File: src/rtl/register_file_sb.sv
// register_file_sb: integer register file with two combinational read ports,
// two synchronous write-back ports (wb0 = ALU, wb1 = LSU) and a per-register
// busy scoreboard used by decode to track outstanding producers.
// x0 reads as zero and is never written or marked busy. The stack pointer
// register is preset on reset.
// Optional feature: define REGFILE_BYPASS_EN to forward same-cycle write-back
// data (and the matching busy clear) onto the read ports.
module register_file_sb #(
  parameter int unsigned XLEN      = 32,
  parameter int unsigned ADDR_W    = 5,
  parameter int unsigned SP_IDX    = 2,
  parameter logic [31:0] MEM_DEPTH = 32'h0001_0000,
  parameter logic [XLEN-1:0] SP_INIT = XLEN'(32'h0100_0000 + MEM_DEPTH)
) (
  input  logic              clock,
  input  logic              reset,
  input  logic [ADDR_W-1:0] rs1_addr,
  output logic [XLEN-1:0]   rs1_data,
  output logic              rs1_busy,
  input  logic [ADDR_W-1:0] rs2_addr,
  output logic [XLEN-1:0]   rs2_data,
  output logic              rs2_busy,
  input  logic              issue_valid,
  input  logic [ADDR_W-1:0] issue_rd,
  output logic              issue_ready,
  input  logic              wb0_en,
  input  logic [ADDR_W-1:0] wb0_addr,
  input  logic [XLEN-1:0]   wb0_data,
  input  logic              wb1_en,
  input  logic [ADDR_W-1:0] wb1_addr,
  input  logic [XLEN-1:0]   wb1_data
);

  localparam int unsigned NUM_REGS = 2 ** ADDR_W;

  logic [XLEN-1:0]     regs [NUM_REGS];
  logic [NUM_REGS-1:0] busy;
  logic [NUM_REGS-1:0] busy_nxt;
  logic                wb0_hit;
  logic                wb1_hit;
  logic                issue_fire;

  // Qualified write and claim strobes; x0 is excluded everywhere.
  assign wb0_hit    = wb0_en && (wb0_addr != '0);
  assign wb1_hit    = wb1_en && (wb1_addr != '0);
  assign issue_ready = (issue_rd == '0) || !busy[issue_rd];
  assign issue_fire = issue_valid && issue_ready && (issue_rd != '0);

  // Scoreboard next state: clears from either write port, then a same-cycle
  // claim re-sets the bit because the new producer is still outstanding.
  always_comb begin
    busy_nxt = busy;
    if (wb0_en) begin
      busy_nxt[wb0_addr] = 1'b0;
    end
    if (wb1_en) begin
      busy_nxt[wb1_addr] = 1'b0;
    end
    if (issue_fire) begin
      busy_nxt[issue_rd] = 1'b1;
    end
    busy_nxt[0] = 1'b0;
  end

  // Register array: reset preset, then wb0 followed by wb1 so wb1 wins a tie.
  always_ff @(posedge clock) begin
    if (reset) begin
      for (int unsigned i = 0; i < NUM_REGS; i++) begin
        regs[i] <= (i == SP_IDX) ? SP_INIT : '0;
      end
    end else begin
      if (wb0_hit) begin
        regs[wb0_addr] <= wb0_data;
      end
      if (wb1_hit) begin
        regs[wb1_addr] <= wb1_data;
      end
    end
  end

  // Scoreboard register.
  always_ff @(posedge clock) begin
    if (reset) begin
      busy <= '0;
    end else begin
      busy <= busy_nxt;
    end
  end

  // Read port A, with optional same-cycle forwarding (wb1 has priority).
  always_comb begin
    rs1_data = regs[rs1_addr];
    rs1_busy = busy[rs1_addr];
`ifdef REGFILE_BYPASS_EN
    if (wb1_hit && (wb1_addr == rs1_addr)) begin
      rs1_data = wb1_data;
      rs1_busy = 1'b0;
    end else if (wb0_hit && (wb0_addr == rs1_addr)) begin
      rs1_data = wb0_data;
      rs1_busy = 1'b0;
    end
`endif
    if (rs1_addr == '0) begin
      rs1_data = '0;
      rs1_busy = 1'b0;
    end
  end

  // Read port B, same structure as port A.
  always_comb begin
    rs2_data = regs[rs2_addr];
    rs2_busy = busy[rs2_addr];
`ifdef REGFILE_BYPASS_EN
    if (wb1_hit && (wb1_addr == rs2_addr)) begin
      rs2_data = wb1_data;
      rs2_busy = 1'b0;
    end else if (wb0_hit && (wb0_addr == rs2_addr)) begin
      rs2_data = wb0_data;
      rs2_busy = 1'b0;
    end
`endif
    if (rs2_addr == '0) begin
      rs2_data = '0;
      rs2_busy = 1'b0;
    end
  end

endmodule
File: config.mk
export PLATFORM = sky130hd
export DESIGN_NAME = register_file_sb
export DESIGN_NICKNAME = d
export VERILOG_FILES = /design/src/rtl/register_file_sb.sv
export SDC_FILE = /design/constraint.sdc
export NUM_CORES = 2
export LEC_CHECK = 0
export CAP_MARGIN = 5
export CORE_ASPECT_RATIO = 1.1
export CORE_MARGIN = 10
export CORE_UTILIZATION = 50
export DETAILED_ROUTE_END_ITERATION = 8
export DONT_BUFFER_PORTS = 1
export PLACE_DENSITY_LB_ADDON = 0.3
export SLEW_MARGIN = 20
export SYNTH_ARGS = -nofsm -noshare
export SYNTH_HDL_FRONTEND = slang
export SYNTH_SLANG_ARGS = --single-unit
File: constraint.sdc
create_clock -name clock -period 9.3 [get_ports clock]
set_input_delay 1.86 -clock clock [delete_from_list [all_inputs] [get_ports clock]]
set_output_delay 1.86 -clock clock [all_outputs]
set_load 0.1 [all_outputs]
==> results.md <==
- The number of setup buffers added after CTS is 0.
- The floorplan step defined a core boundary enclosing 0.119 mm^2.
- The number of levels in the clock H-tree is 3.
- The synthesized design spends more area on one cell type than any other, namely edfxtp_1.
- After filler insertion, the fill cell instance count of the layout stands at 9269.
- The count of warnings emitted by yosys is 0.
- The critical path is of the input port to output pin type.
- For the worst-skew pair, the clock arrives at the later sink with an insertion delay of 730 ps.
- After routing, the total negative slack on setup checks comes to 0 ps.
- The overall overflow remaining after global route is 0.
- Setup repair after global routing left no endpoint under its margin.
- The number of hold-slack violations in the final timing report came to 0.
- For this block, the via count after detailed routing is 41951.
- IR analysis of the VDD net gives a maximum drop of 0.000158 V.
- The first-pass GRT wire length is 319000 um.
- The violation count after the first detailed-routing iteration is 7218.
- The worst-margin pin slew is 1240 ps.
- The vertical die dimension is 384 um.
- In the layout the commonest cells are 1056 x a22o_1, 1024 x edfxtp_1, 658 x mux4_2.
- The run finished with clean final reports.
- A synthesized cell averages 16.3 um^2.
- The number of synthesized flops with an enable pin is 1024.
- In this run the power density over the cells is 179 mW/mm^2.
- The startpoint of the most critical setup path is rs2_addr[0].
- Including well taps, the total number of placed cells is 4809.
- The post-layout instance area is 0.0645 mm^2.
- Of the post-synthesis cell area, the dominant cell type holds 0.511.
- The count of endpoints failing setup in the final report is 0.
- The initialized floorplan defines 133 standard-cell rows.
- During I/O placement, the number of pins put on the boundary was 161.
- The via count of the first global-routing pass is 41171.
- The clock tree from TritonCTS is yes.
- Using the TritonRoute via totals, the vias-per-cell ratio works out to 8.37.
- The final cell count without fillers is 5015.
- The net total in the final layout is 3463.
- The worst register-to-register path begins at busy[18].
- The critical path contains buffers and inverters numbering 2 combined.
- The number of instances resized during post-cts repair is 0.
- The final RePlAce weighted congestion is 0.859.
- Based on the critical path, the design can be clocked at up to 158 MHz.
- In this run the static leakage power is 20.8 nW.
- The max-slew violation total from the final report is 0.
- After clock tree synthesis, the flow added hold-fix buffers numbering 0.
- The number of antenna violations at the first check in global routing is 6.
- Counting flops with an async set or reset pin after synthesis yields a share of 0.
- The clock drives 1055 sinks.
- In this design, the largest share of critical-path delay is due to compound AO/OA/AOI/OAI gates.
- The number of synthesized register bits is 1055.
- The area growth from synthesis to layout is 7.30%.
- The post-CTS clock slew at the launch and capture registers of the worst setup and hold paths is 60 ps.
- In this run the worst path has a maximum fanout of 266.
- The worst setup path is captured at an output pin.
- The worst-case headroom to the max-slew limit is 0.171.
- For the worst setup path, the data required time is 7440 ps.
- The number of buffers on the longest clock path is 3.
- Across the routed clock network, the largest skew measured is 6.95 ps.
- Traced cell by cell, the critical path runs through o41ai_1 > inv_2 > buf_4 > a22o_1.
- The highest-delay cell along the critical path is a22o_1.
- The data arrival at the endpoint of the critical path is 4460 ps.
- The area of the die is 0.135 mm^2.
- Entering global routing, the biggest net connects 267 pins.
- The shortest clock period the worst path allows after layout is 6320 ps.
- Measured along the x axis, the die boundary spans 351 um.
- met2 is the most crowded layer.
- For met2 alone, demand over resource in global routing was 0.500.
- The library cell used most frequently in the layout, excluding fill and tap cells, is a22o_1.
- The kind of start point of the critical path is an input port.
- The register area share after synthesis is 0.522.
- For met1 alone, demand over resource in global routing was 0.425.
- The tool flagged a number of max-cap violations equal to 0.
- The overall fraction of global-route tracks in use is 0.339.
- In the synthesized netlist the dominant register cell turns out to be edfxtp_1.
- For this run, design rule violations remaining after detail routing come to 0.
- The CTS root buffer is clkbuf_16.
- The count of port buffers added during placement is 0.
- The worst min-delay path category is register to register.
- Once placement finished, the instance area stood at 0.0610 mm^2.
- The count of TritonRoute iterations in the first routing pass is 6.
- The starting utilization of the core area is 0.503.
- The gate count of the mapped netlist is 3687.
- In this design, the stage delay of the slowest critical-path cell is 880 ps.
- In the global route stage, met3 resource usage came out at 0.134.
- The fraction of final layout cells sized beyond drive strength 1 is 0.299.
- The post-route clock period utilization is 0.679.
- The reg2reg setup slack is 7380 ps.
- The startpoint identified for the worst hold timing path is busy[1].
- The number of different library cells used by synthesis comes to 50.
- The routed design has 231000 um of wire.
- The count of nets left with antenna violations once routing finished came out at 0.
- Ranked by total cell area, the synthesized netlist is headed by edfxtp_1 51%, mux4_2 25%, a22o_1 15%.
- The per-cell routed wire length is 46.1 um.
- Counting the buffers created by CTS gives 110.
- The synthesized netlist occupies a cell area of 0.0601 mm^2.
- The total half-perimeter wirelength after legalization and detailed placement is 122000 um.
-- power breakdown --
group	internal, mW	switching [mW]	total, mW
combinational	0.613	0.889	1.50
sequential	5.50	0.133	5.63
clock	2.50	1.94	4.44
-- synthesized netlist by cell type (3+ instances only) --
cell type and number:
a22o_1 1056, edfxtp_1 1024, mux4_2 658, clkbuf_1 456, buf_2 72, nor2_1 57
dfxtp_1 31, nand3b_1 31, a22oi_1 29, nor3_1 29, buf_6 28, nand2_1 26
a211o_1 21, o31ai_1 21, buf_1 15, inv_1 15, nand3_1 12, mux2i_1 9
o21ai_0 9, or3_1 9, buf_4 8, nand4_1 7, nor2b_1 6, a221o_1 4
and2_1 4, mux2_2 4, and3_1 3, and3b_1 3, nand2b_1 3, nor3_2 3
nor3_4 3, nor3b_1 3, o32ai_1 3, or2_2 3, or3b_2 3
-- stage by stage --
| step | setup slack [ps] | power, mW | utilization | hold WS (ps) |
|---|---|---|---|---|
| 2_1_floorplan | 3430 | 7.02 | - | 448 |
| 3_3_place_gp | 3510 | 7.16 | 0.510 | 466 |
| 3_5_place_dp | 3450 | 7.19 | 0.510 | 477 |
| 4_1_cts | 3470 | 11.5 | 0.540 | 487 |
| 5_1_grt | 3210 | 11.8 | 0.540 | 506 |
| 6_report | 2980 | 11.6 | 0.540 | 488 |
-- final timing paths --
check                               endpoint  depth (start not counted)
worst min-delay path                 busy[1]                          2
worst max register to register       busy[9]                          6
worst min register to register       busy[1]                          2
worst max-delay path            rs2_data[16]                          4
-- worst reg2reg max path, stage by stage, from the launching register on --
cell	delay (ps)
dfxtp_1	340
mux4_2	480
o21ai_0	160
o32a_1	160
nand3_1	120
buf_4	270
o31ai_1	300
-- sequential cells by signal (all words and copies together) (netlist names) --
register  flops
regs       1024
busy         31
-- layer usage --
layer | wire length (um) | part of all wire
met5 | 133 | 0.00057
met4 | 15900 | 0.069
met3 | 38000 | 0.16
met2 | 102000 | 0.44
met1 | 75200 | 0.33
-- area by class of cell --
class / instances / area [um^2] / share of cell area
sequential: 1055 / 31400 / 0.486
multi-input combinational: 2068 / 26700 / 0.414
tap: 1552 / 1940 / 0.0301
inverter: 15 / 56.3 / 0.000873
clock inverter: 60 / 624 / 0.00968
clock buffer: 141 / 2890 / 0.0448
timing repair buffer: 119 / 897 / 0.0139
antenna: 5 / 12.5 / 0.000194
-- cell families (layout without fill, tap and decap cells) --
logic type / Yosys count / in the layout / synth area share
flops: 1055 / 1055 / 0.522
buf+inv: 595 / 335 / 0.0429
other cells: 1 / 37 / 0.0000624
simple gates: 211 / 211 / 0.0195
mux: 673 / 673 / 0.250
compound gates: 1152 / 1152 / 0.166
(Power assumes the default switching activity.)
